`src/rtl/srp_tsync_pkg.sv`:
```
// Shared constants and grant encoding for the SRP time synchronizer sample store.
// Also imported by the correlator, so keep it free of arbiter-private detail.
package srp_tsync_pkg;

    localparam int unsigned SRP_DEPTH = 2097;
    localparam int unsigned SRP_AW    = 12;
    localparam int unsigned SRP_DW    = 32;

    typedef enum logic [1:0] {
        GNT_NONE = 2'd0,
        GNT_WR   = 2'd1,
        GNT_RD   = 2'd2
    } gnt_e;

endpackage

```
`src/rtl/srp_rr_arb2.sv`:
```
// Two-input round-robin arbiter: a lone requester wins, a tie goes to the side
// not granted last. The last-grant flop moves only on an actual grant.
module srp_rr_arb2 (
    input  logic       clk,
    input  logic       rst_n,
    input  logic [1:0] req_i,
    output logic [1:0] gnt_o
);

    // last_q: 0 = requester 0 was granted last, 1 = requester 1
    logic last_q;
    logic last_d;

    always_ff @(posedge clk or negedge rst_n) begin
        if (!rst_n) begin
            last_q <= 1'b0;
        end else begin
            last_q <= last_d;
        end
    end

    always_comb begin
        gnt_o  = 2'b00;
        last_d = last_q;
        unique case (req_i)
            2'b01:   gnt_o = 2'b01;
            2'b10:   gnt_o = 2'b10;
            2'b11:   gnt_o = last_q ? 2'b01 : 2'b10;
            default: gnt_o = 2'b00;
        endcase
        if (gnt_o[0]) begin
            last_d = 1'b0;
        end else if (gnt_o[1]) begin
            last_d = 1'b1;
        end
    end

endmodule

```
`src/rtl/srp_bram_arbiter.sv`:
```
// Shares the single-port sample BRAM between the capture stream (circular history
// writer) and the correlator (reads samples by age, 0 = newest).
module srp_bram_arbiter
    import srp_tsync_pkg::*;
#(
    parameter int unsigned DEPTH = SRP_DEPTH,
    parameter int unsigned AW    = SRP_AW,
    parameter int unsigned DW    = SRP_DW
) (
    input  logic          clk,
    input  logic          rst_n,
    input  logic          clear,
    input  logic          freeze,
    input  logic          s_valid,
    input  logic [DW-1:0] s_data,
    output logic          s_ready,
    input  logic          rd_req,
    input  logic [AW-1:0] rd_offset,
    output logic          rd_gnt,
    output logic          rd_valid,
    output logic          rd_err,
    output logic [DW-1:0] rd_data,
    output logic [AW-1:0] fill_count,
    output logic          full,
    output logic          bram_en,
    output logic          bram_we,
    output logic [AW-1:0] bram_addr,
    output logic [DW-1:0] bram_di,
    input  logic [DW-1:0] bram_dout
);

    logic          wr_req_c;
    logic          rd_req_c;
    logic [1:0]    arb_gnt;
    gnt_e          sel_c;
    logic          rd_ok_c;
    logic [AW:0]   diff_c;
    logic [AW-1:0] rd_addr_c;

    logic [AW-1:0] wr_ptr_q, wr_ptr_d;
    logic [AW-1:0] fill_q,   fill_d;
    logic          full_q,   full_d;
    logic [AW-1:0] addr_q;
    logic          rd_valid_q, rd_valid_d;
    logic          rd_err_q,   rd_err_d;

    // clear outranks both requesters and freeze only gates the writer
    assign wr_req_c = s_valid & ~freeze & ~clear;
    assign rd_req_c = rd_req & ~clear;

    srp_rr_arb2 u_arb (
        .clk   (clk),
        .rst_n (rst_n),
        .req_i ({rd_req_c, wr_req_c}),
        .gnt_o (arb_gnt)
    );

    always_comb begin
        sel_c = GNT_NONE;
        if (rst_n && arb_gnt[0]) begin
            sel_c = GNT_WR;
        end else if (rst_n && arb_gnt[1]) begin
            sel_c = GNT_RD;
        end
    end

    // Age-to-address: (wr_ptr-1-offset) mod DEPTH; one extra bit flags underflow
    assign diff_c    = {1'b0, wr_ptr_q} - (AW+1)'(1) - {1'b0, rd_offset};
    assign rd_addr_c = diff_c[AW] ? AW'(diff_c + (AW+1)'(DEPTH)) : diff_c[AW-1:0];
    // fill_count never exceeds DEPTH, so this also rejects offsets >= DEPTH
    assign rd_ok_c   = (rd_offset < fill_q);

    always_comb begin
        s_ready   = 1'b0;
        rd_gnt    = 1'b0;
        bram_en   = 1'b0;
        bram_we   = 1'b0;
        bram_addr = addr_q;
        unique case (sel_c)
            GNT_WR: begin
                s_ready   = 1'b1;
                bram_en   = 1'b1;
                bram_we   = 1'b1;
                bram_addr = wr_ptr_q;
            end
            GNT_RD: begin
                rd_gnt = 1'b1;
                if (rd_ok_c) begin
                    bram_en   = 1'b1;
                    bram_addr = rd_addr_c;
                end
            end
            default: ;
        endcase
    end

    assign bram_di = s_data;

    always_comb begin
        wr_ptr_d   = wr_ptr_q;
        fill_d     = fill_q;
        rd_valid_d = (sel_c == GNT_RD);
        rd_err_d   = (sel_c == GNT_RD) & ~rd_ok_c;
        if (clear) begin
            wr_ptr_d = '0;
            fill_d   = '0;
        end else if (sel_c == GNT_WR) begin
            wr_ptr_d = (wr_ptr_q == AW'(DEPTH - 1)) ? '0 : wr_ptr_q + AW'(1);
            if (fill_q != AW'(DEPTH)) begin
                fill_d = fill_q + AW'(1);
            end
        end
        full_d = (fill_d == AW'(DEPTH));
    end

    always_ff @(posedge clk or negedge rst_n) begin
        if (!rst_n) begin
            wr_ptr_q   <= '0;
            fill_q     <= '0;
            full_q     <= 1'b0;
            addr_q     <= '0;
            rd_valid_q <= 1'b0;
            rd_err_q   <= 1'b0;
        end else begin
            wr_ptr_q   <= wr_ptr_d;
            fill_q     <= fill_d;
            full_q     <= full_d;
            addr_q     <= bram_addr;
            rd_valid_q <= rd_valid_d;
            rd_err_q   <= rd_err_d;
        end
    end

    // BRAM dout arrives the cycle after the read, alongside rd_valid
    assign rd_data    = (rd_valid_q && !rd_err_q) ? bram_dout : '0;
    assign rd_valid   = rd_valid_q;
    assign rd_err     = rd_err_q;
    assign fill_count = fill_q;
    assign full       = full_q;

endmodule
```
`config.mk`:
```
export PLATFORM = sky130hd
export DESIGN_NAME = srp_bram_arbiter
export DESIGN_NICKNAME = d
export VERILOG_FILES = /design/src/rtl/srp_tsync_pkg.sv /design/src/rtl/srp_rr_arb2.sv /design/src/rtl/srp_bram_arbiter.sv
export SDC_FILE = /design/constraint.sdc
export NUM_CORES = 1
export LEC_CHECK = 0
export CORE_MARGIN = 3
export CORE_UTILIZATION = 44
export CTS_BUF_LIST = sky130_fd_sc_hd__clkbuf_16
export CTS_CLUSTER_SIZE = 16
export DETAILED_ROUTE_END_ITERATION = 12
export MAX_ROUTING_LAYER = met4
export PLACE_DENSITY = 0.95
export SYNTH_ARGS = -nofsm -noshare
export SYNTH_HDL_FRONTEND = slang
export SYNTH_SLANG_ARGS = --single-unit
```
`constraint.sdc`:
```
create_clock -name clk -period 7.7 [get_ports clk]
set_input_delay 1.54 -clock clk [delete_from_list [all_inputs] [get_ports clk]]
set_output_delay 1.54 -clock clk [all_outputs]
set_load 0.01 [all_outputs]
```
==> results of run 1 <==
==> cells in the mapped netlist (3+ instances only) <==
library cell  instances
xor2_1               10
nor2_1               25
and3_1                3
nor4_1                3
inv_1                32
nand4_1               6
a22oi_1              12
nand3_1              13
nor2b_1               4
o211ai_1              8
ha_1                 28
a31oi_1               3
nor3_1                7
dfrtp_1              40
mux2i_1               4
nand2b_1              7
xnor2_1              18
a211oi_1              6
a21oi_1              18
a21o_1                6
and2_1               33
o21ai_0              38
clkbuf_1              9
nand2_1              19
or3_1                 6
buf_4                33
==> metal layers <==
metal | vias to the layer above | global-route usage | part of all wire | routed length, µm
met5 | - | - | 0 | 0
met4 | 0 | 0.0711 | 0.025 | 266
met3 | 25 | 0.0458 | 0.084 | 889
met2 | 177 | 0.434 | 0.53 | 5580
met1 | 1630 | 0.255 | 0.36 | 3830
li1 | 1609 | - | - | -
==> state kept, by name (all words and copies together), names as in the netlist <==
| name | cells |
|---|---|
| u_arb.last_q | 1 |
| wr_ptr_q | 12 |
| fill_count | 12 |
| addr_q | 12 |
| full | 1 |
| rd_valid | 1 |
| rd_err | 1 |
==> metrics by stage <==
| step | power [µW] | area, µm² | hold WS, ns |
|---|---|---|---|
| after floorplan | 311 | 3520 | 0.464 |
| after global placement | 368 | 4480 | 0.477 |
| after detailed placement | 372 | 4480 | 0.504 |
| after CTS | 606 | 4650 | 0.515 |
| after global routing | 631 | 4650 | 0.555 |
| final | 606 | 4650 | 0.514 |
==> power breakdown <==
| group | internal [µW] | switching, µW |
|---|---|---|
| Combinational | 77.1 | 64.0 |
| Clock | 151 | 85.4 |
| Sequential | 223 | 5.36 |
==> critical path, delay by kind of cell <==
kind                     cells  cell delay [ns]
XOR/XNOR                     2             0.40
buffers and inverters        3             1.12
AO/OA/AOI/OAI                4             1.16
AND/OR/NAND/NOR              1             0.17
adder cells (fa/ha/maj)      2             0.66
==> how the worst min path moves through the flow <==
stage                    to  slack [ns]    startpoint
2_1_floorplan  u_arb.last_q        0.46  u_arb.last_q
3_3_place_gp   u_arb.last_q        0.48  u_arb.last_q
3_5_place_dp   u_arb.last_q        0.50  u_arb.last_q
4_1_cts        u_arb.last_q        0.51  u_arb.last_q
5_1_grt           addr_q[9]        0.56     addr_q[9]
6_report       u_arb.last_q        0.51  u_arb.last_q
==> final cells by class <==
class	count	area share
Clock buffer	5	0.0269
Clock inverter	3	0.00834
Inverter	32	0.0258
Multi-Input combinational cell	308	0.452
Sequential cell	40	0.215
Tap cell	99	0.0266
Timing Repair Buffer	115	0.245
==> kinds of logic (layout without fill, tap and decap cells) <==
kind of cell | Yosys count | after routing | share of synthesized area
buffers and inverters | 77 | 155 | 0.118
muxes | 4 | 4 | 0.0114
adders and majority gates | 29 | 29 | 0.105
DFF | 40 | 40 | 0.285
AOI/OAI and AO/OA | 105 | 105 | 0.186
and+or+nand+nor | 142 | 142 | 0.224
xor gates and xnor gates | 28 | 28 | 0.0697
==> run metrics, run 1 <==
outcome=complete, no violations; HP Class=reg2reg; grt ovf=0; Max clock buf depth=2; H-tree depth=2; Slew Limit Fails=0; Syn Nets=536; Required @ worst endpoint=6.16 ns; reg-to-reg startpoint=wr_ptr_q[0]; number of synthesized flops with an enable pin=0; io pins=between 150 and 200; TNS Setup=0 ns; Yosys top cell by area=dfrtp_1; top post-synthesis cells by area=dfrtp_1 28%, ha_1 10%, buf_4 7.0%; RSZ-0062 raised after global routing=no; cell area after synthesis=between 3000 and 4000 µm²; worst setup margin=between 1 and 1.5 ns; largest net degree at the start of global routing=44; top_reg_cell synth=dfrtp_1; Die Ht=between 90 and 100 µm; routability cong.=between 0.9 and 1; Reg2Reg Capture Point=addr_q[10]; iteration-0 DRC count of the detailed router=between 200 and 300; clk_skew=approximately 0.0057 ns; CTS tree=done; post-synth cell types=53; Setup crit start kind=input port; CP Launch Point=rd_offset[0]; ANT nets after route=0; WL per Instance=between 15 and 20 µm; CP Capture Point=bram_addr[10]; Synth top area share=0.285; # port buffers=between 100 and 150; Tcrit/Tclk final=0.856; CP peak stage delay=approximately 0.60 ns; Max-Cap Viols=0; leak pwr=around 0.002 µW; Setup Fix Bufs, Post-CTS=0; Post-Route WL=about 11000 µm; final worst path period need=around 6.6 ns; worst relative slew slack=0.498; row count=31; # hold bufs at CTS=0; critical path class=in2out; Peak Freq=0.152 GHz; Die Width=roughly 95 µm; synth-to-layout area growth=32.2%; Filler Cells Inserted=approximately 620; Fin. Hold Viols=0; Hold Path Depth=1; flop2flop setup slack=between 4 and 5 ns; FF+latch count, synth=40; clk root buf=clkbuf_16; final core utilization=0.621; VDD IR max=approximately 0.00011 V; critical-path cell list=clkdlybuf4s50_1 -> inv_1 -> ha_1 -> fa_1 -> a211oi_1 -> o21ai_0 -> xnor2_1 -> a211oi_1 -> nand4_1 -> xor2_1 -> o21ai_0 -> clkdlybuf4s50_1; storage element area=1000 µm²; clk sinks=40; CTS clk-pin slew, worst paths=0.06 ns; TritonCTS buffer count=5; commonest non-fill, non-tap cell in the layout=clkdlybuf4s50_1; multi-input logic area=2100 µm²; critical path's slowest cell=clkdlybuf4s50_1; post_cts resized=0; global-route wire length before repair=about 16000 µm; DRC violations left=0; Starting Density=0.470; Seq/Total Area, Yosys=0.285; CP Capture Type=primary output; Pwr Density=approximately 130 nW/µm²; layout cells sized above 1=0.0417; crit path max fanout=4; area of the core=7490 µm²; pre-CTS setup slack=1.14 ns; vias in the first global route=approximately 3300; gr usage total=0.235; R2R depth=9; Final #Nets=slightly above 600; Via-to-Cell Ratio=around 5.7; placed instance count=between 500 and 600; n_diodes=0; YS warnings=0; Post-Layout Cell Count=about 600; Die ar.=around 9100 µm²; Avg Cell Area, Syn=8.28 µm²; final setup fails=0; Worst Max-Slew Pin Slew=0.750 ns; clock latency on the worst-skew pair=between 0.2 and 0.3 ns; hpwl dp=about 8300 µm; Vias=about 3400; asr flop ratio synth=1.00; critical path data arrival time=~5.1 ns; Gate Count Post-Synth=~430; commonest cells after routing, fill and taps aside=111 x clkdlybuf4s50_1, 40 x dfrtp_1, 38 x o21ai_0; DR pass1 iterations=5; initial antenna violation count=0
No activity file was read; power rests on OpenSTA's default activity.
==> run 2, diff against run 1 <==
Settings changed: CORE_UTILIZATION 44 to 45, SYNTH_HIERARCHICAL from default to 1.
==> run metrics, run 2 <==
Synth top area share=0.279; max layer used=met4; Peak Freq=0.148 GHz; Pwr Density=roughly 140 nW/µm²; CP Capture Type=primary output; delay-heaviest family, CP=compound AO/OA/AOI/OAI gates; switching part of the total power=0.286; # port buffers=around 110; TritonCTS buffer count=5; top_reg_cell synth=dfrtp_1; Syn Nets=549; Hold Path Depth=2; H-tree depth=2; hpwl dp=around 8600 µm; DRT met1 WL=roughly 3900 µm; gr usage total=0.243; commonest cells after routing, fill and taps aside=111 x clkdlybuf4s50_1, 42 x o21ai_0, 40 x dfrtp_1; n_diodes=0; flop2flop setup slack=approximately 4.6 ns; post_cts resized=0; layout cells sized above 1=0.0371; R2R depth=11; io pins=177; synth cell count leaders=42 x o21ai_0, 40 x dfrtp_1, 33 x buf_4, 33 x inv_1, 32 x and2_1; Post-Route WL=10900 µm; grt ovf=0; VDD IR max=between 0.00008 and 0.00009 V; Die ar.=~9000 µm²; net switching power=194 µW; internal power=485 µW; Setup Fix Bufs, Post-CTS=0; Die Ht=about 95 µm; Logic pwr share=0.299; clk sinks=40; clk_skew=between 0.003 and 0.004 ns; total power=679 µW; CP Buf/Inv Count=4; global-route wire length before repair=about 17000 µm; asr flop ratio synth=1.00; most frequent cell after synthesis=o21ai_0; outcome=complete, no violations; Seq/Total Area, Yosys=0.279; Required @ worst endpoint=6.16 ns; Avg Cell Area, Syn=~8.2 µm²; Gate Count Post-Synth=approximately 440; Worst Max-Slew Pin Slew=0.807 ns; row count=31; iteration-0 DRC count of the detailed router=233; YS warnings=6; largest net degree at the start of global routing=33; hold endpoint=addr_q[8]; Die Width=between 90 and 100 µm; Seq pwr share=0.356; Max-Cap Viols=0; post-synth cell types=54; critical path data arrival time=around 5.2 ns; Clk pwr share=0.346; Via-to-Cell Ratio=around 5.8; critical path's slowest cell=clkdlybuf4s50_1; commonest non-fill, non-tap cell in the layout=clkdlybuf4s50_1; hold path start=addr_q[8]; reg-to-reg startpoint=wr_ptr_q[0]; routability cong.=0.910; final worst path period need=6.76 ns; clk root buf=clkbuf_16; CP peak stage delay=approximately 0.57 ns; Tcrit/Tclk final=0.878; worst relative slew slack=0.460; number of synthesized flops with an enable pin=0; Yosys top cell by area=dfrtp_1; top post-synthesis cells by area=dfrtp_1 28%, ha_1 9.8%, buf_4 6.9%; Reg2Reg Capture Point=addr_q[10]; WL met2=roughly 5600 µm; area of the core=approximately 7500 µm²; final core utilization=0.628; Final #Nets=a little over 600; final setup fails=0; Max clock buf depth=2; CTS tree=done; CTS clk-pin slew, worst paths=0.06 ns; synth-to-layout area growth=31.1%; WL per Instance=~18 µm; initial antenna violation count=0; DR pass1 iterations=5; critical path class=in2out; Slew Limit Fails=0; leak pwr=0.00200 µW; RSZ-0062 raised after global routing=no; DRC violations left=0; # hold bufs at CTS=0; TNS Setup=0 ns; crit path max fanout=6; Setup crit start kind=input port; vias in the first global route=between 3000 and 4000; cell area after synthesis=3580 µm²; Vias=about 3500; ANT nets after route=0; FF+latch count, synth=40; HP Class=reg2reg; Met3 Routed Length=1040 µm; Starting Density=0.479; Fin. Hold Viols=0; critical-path cell list=clkdlybuf4s50_1 -> inv_1 -> ha_1 -> inv_1 -> fa_1 -> nor2b_1 -> o31a_1 -> o41a_1 -> a2111oi_4 -> a2bb2oi_2 -> nand4_1 -> xor2_1 -> o21ai_1 -> clkdlybuf4s50_1; clock latency on the worst-skew pair=0.29 ns
## run 2: cell types whose count changed in the layout (fill, tap and decap cells not counted), sizes merged, moves of 4 or more
cell	delta
o211ai	-7
a21oi	-6
nand3	-5
o21ai	+7
nand2b	-5
mux2i	-4
and3	+4
nor2	+4
nand2	+8
nor4b	+5
## run 2: logic make-up (layout without fill, tap and decap cells)
group | count (synthesis) | in the layout | synth area share
flip-flops | 40 | 40 | 0.279
adder cells (fa/ha/maj) | 30 | 30 | 0.106
AND/OR/NAND/NOR | 150 | 150 | 0.228
XOR/XNOR | 29 | 29 | 0.0709
buffers and inverters | 82 | 156 | 0.120
AO/OA/AOI/OAI | 107 | 107 | 0.196
## run 2: metrics by stage
stage               hold WS [ns]  cells  cell area (µm²)  setup WS [ns]
detailed placement         0.506    603             4540          0.959
global route               0.548    611             4700          0.676
CTS                        0.520    611             4700          0.944
floorplan                  0.456    438             3580           2.23
finish                     0.517    611             4700          0.938
global placement           0.468    603             4540           1.07
## run 2: worst reg2reg max path, delay by kind of cell (launching register included)
kind	cells	cell delay, ns
buffers and inverters	1	0.08
adder cells (fa/ha/maj)	2	0.47
AO/OA/AOI/OAI	5	1.64
XOR/XNOR	1	0.18
flip-flops	1	0.47
AND/OR/NAND/NOR	2	0.22
## run 2: power groups by stage
stage / sequential [µW] / combinational, µW / clock (µW)
final: 241 / 203 / 235
after global routing: 243 / 222 / 247
after CTS: 241 / 204 / 236
after detailed placement: 245 / 202 / 0
after global placement: 244 / 196 / 0
after floorplan: 241 / 124 / 0
## run 2: worst max-delay path by stage
stage,to,from,cells past startpoint
floorplan,bram_addr[8],rd_offset[0],12
global route,bram_addr[9],rd_offset[1],12
CTS,bram_addr[10],rd_offset[0],14
finish,bram_addr[10],rd_offset[0],14
detailed placement,bram_addr[10],rd_offset[0],14
global placement,bram_addr[10],rd_offset[0],14
## run 2: layout make-up
class | count | area [µm²]
repair buffers | 114 | 1130
clock buffers | 5 | 125
inverters | 34 | 128
clock inverters | 3 | 37.5
flip-flops and latches | 40 | 1000
multi-input cells | 316 | 2150
well taps | 99 | 124
fillers | 608 | 2790
## run 2: routing by layer
| layer | up-vias | global-route usage |
|---|---|---|
| met5 | - | - |
| met4 | 0 | 0.114 |
| met3 | 36 | 0.0458 |
| met2 | 198 | 0.428 |
| met1 | 1665 | 0.263 |
| li1 | 1647 | - |
==> run 3, diff against run 2 <==
Settings changed: GPL_ROUTABILITY_DRIVEN from default to 0.
==> run metrics, run 3 (synthesis gave the netlist of run 2 again) <==
Met3 Routed Length=around 1200 µm; Logic pwr share=0.304; Post-Route WL=about 11000 µm; Final #Nets=~620; clk sinks=40; CP Buf/Inv Count=3; clk_skew=between 0.004 and 0.005 ns; iteration-0 DRC count of the detailed router=around 360; # port buffers=between 100 and 150; hpwl dp=about 8600 µm; H-tree depth=2; Required @ worst endpoint=~6 ns; pre-CTS setup slack=1.04 ns; critical path's slowest cell=clkdlybuf4s50_1; Via-to-Cell Ratio=just over 6; clk root buf=clkbuf_16; WL per Instance=roughly 19 µm; Tcrit/Tclk final=0.889; Filler Cells Inserted=~590; io pins=177; synth-to-layout area growth=31.1%; CP peak stage delay=0.59 ns; final core utilization=0.628; CTS tree=done; Seq pwr share=0.352; area of the core=roughly 7500 µm²; post_cts resized=0; row count=31; DR pass1 iterations=8; grt ovf=0; n_diodes=0; RSZ-0062 raised after global routing=no; crit path max fanout=3; DRT met1 WL=around 4000 µm; HP Class=reg2reg; switching part of the total power=0.291; critical path data arrival time=5.30 ns; VDD IR max=between 0.00008 and 0.00009 V; Vias=3693; WL met2=5660 µm; layout cells sized above 1=0.0371; largest net degree at the start of global routing=33; ANT nets after route=0; final worst path period need=roughly 6.8 ns; Worst Max-Slew Pin Slew=between 0.8 and 0.9 ns; internal power=between 400 and 500 µW; commonest non-fill, non-tap cell in the layout=clkdlybuf4s50_1; CP Capture Type=primary output; final setup fails=0; delay-heaviest family, CP=buffers and inverters; vias in the first global route=3662; total power=685 µW; net switching power=199 µW; # hold bufs at CTS=0; clock latency on the worst-skew pair=around 0.28 ns; Die Ht=95.3 µm; Pwr Density=146 nW/µm²; Setup crit start kind=input port; Clk pwr share=0.344; global-route wire length before repair=roughly 18000 µm; Starting Density=0.479; CTS clk-pin slew, worst paths=approximately 0.060 ns; worst relative slew slack=0.437; critical-path cell list=clkdlybuf4s50_1 -> inv_1 -> ha_1 -> a211oi_1 -> nor2_1 -> o31ai_1 -> xor2_1 -> nor4b_1 -> o21ai_0 -> xor2_1 -> o21ai_0 -> clkdlybuf4s50_1; Die Width=between 90 and 100 µm; Slew Limit Fails=0; Max clock buf depth=2; flop2flop setup slack=approximately 4.5 ns; Fin. Hold Viols=0; gr usage total=0.256; max layer used=met4; outcome=complete, no violations; TritonCTS buffer count=5; commonest cells after routing, fill and taps aside=111 x clkdlybuf4s50_1, 42 x o21ai_0, 40 x dfrtp_1; Max-Cap Viols=0; Setup Fix Bufs, Post-CTS=0; TNS Setup=0 ns; initial antenna violation count=0; worst setup margin=0.858 ns; critical path class=in2out; leak pwr=between 0.0015 and 0.002 µW; Die ar.=9070 µm²; DRC violations left=0; Peak Freq=approximately 0.15 GHz
## run 3: stage by stage
step                cells  hold WS (ns)  area [µm²]
finish                611         0.505        4700
global route          611         0.560        4700
CTS                   611         0.502        4700
detailed placement    603         0.495        4540
global placement      603         0.468        4540
floorplan             438         0.456        3580
## run 3: power groups by stage
stage                     Sequential (µW)  Combinational, µW  Clock (µW)
after floorplan                       241                124           0
after global placement                244                195           0
after detailed placement              244                202           0
after CTS                             241                207         235
after global routing                  243                226         245
final                                 241                208         235
## run 3: layout make-up
class	count	area, µm²	area share
multi-input combinational	316	2150	0.458
sequential	40	1000	0.213
tap	99	124	0.0264
inverter	34	128	0.0272
clock buffer	5	125	0.0266
timing repair buffer	114	1130	0.241
clock inverter	3	37.5	0.00799
## run 3: layer usage
layer | up-vias | GRT usage
met5 | - | -
met1 | 1733 | 0.271
met2 | 261 | 0.441
met3 | 57 | 0.0616
li1 | 1642 | -
met4 | 0 | 0.135
## run 3: worst register-to-register path, delay by kind of cell (launching register included)
kind	cells	cell delay, ns
fa+ha+maj	2	0.68
flops	1	0.49
xor+xnor	1	0.18
simple gates	2	0.65
buf+inv	1	0.08
compound gates	5	1.05
## run 3: worst paths after layout
path,startpoint,endpoint,cells after the start
hold / removal,u_arb/last_q,u_arb/last_q,1
min in group asynchronous,rst_n,wr_ptr_q[5],1
setup / recovery,rd_offset[1],bram_addr[9],12
hold reg to reg,u_arb/last_q,u_arb/last_q,1
max in group asynchronous,rst_n,addr_q[3],2
setup reg to reg,wr_ptr_q[0],addr_q[9],11
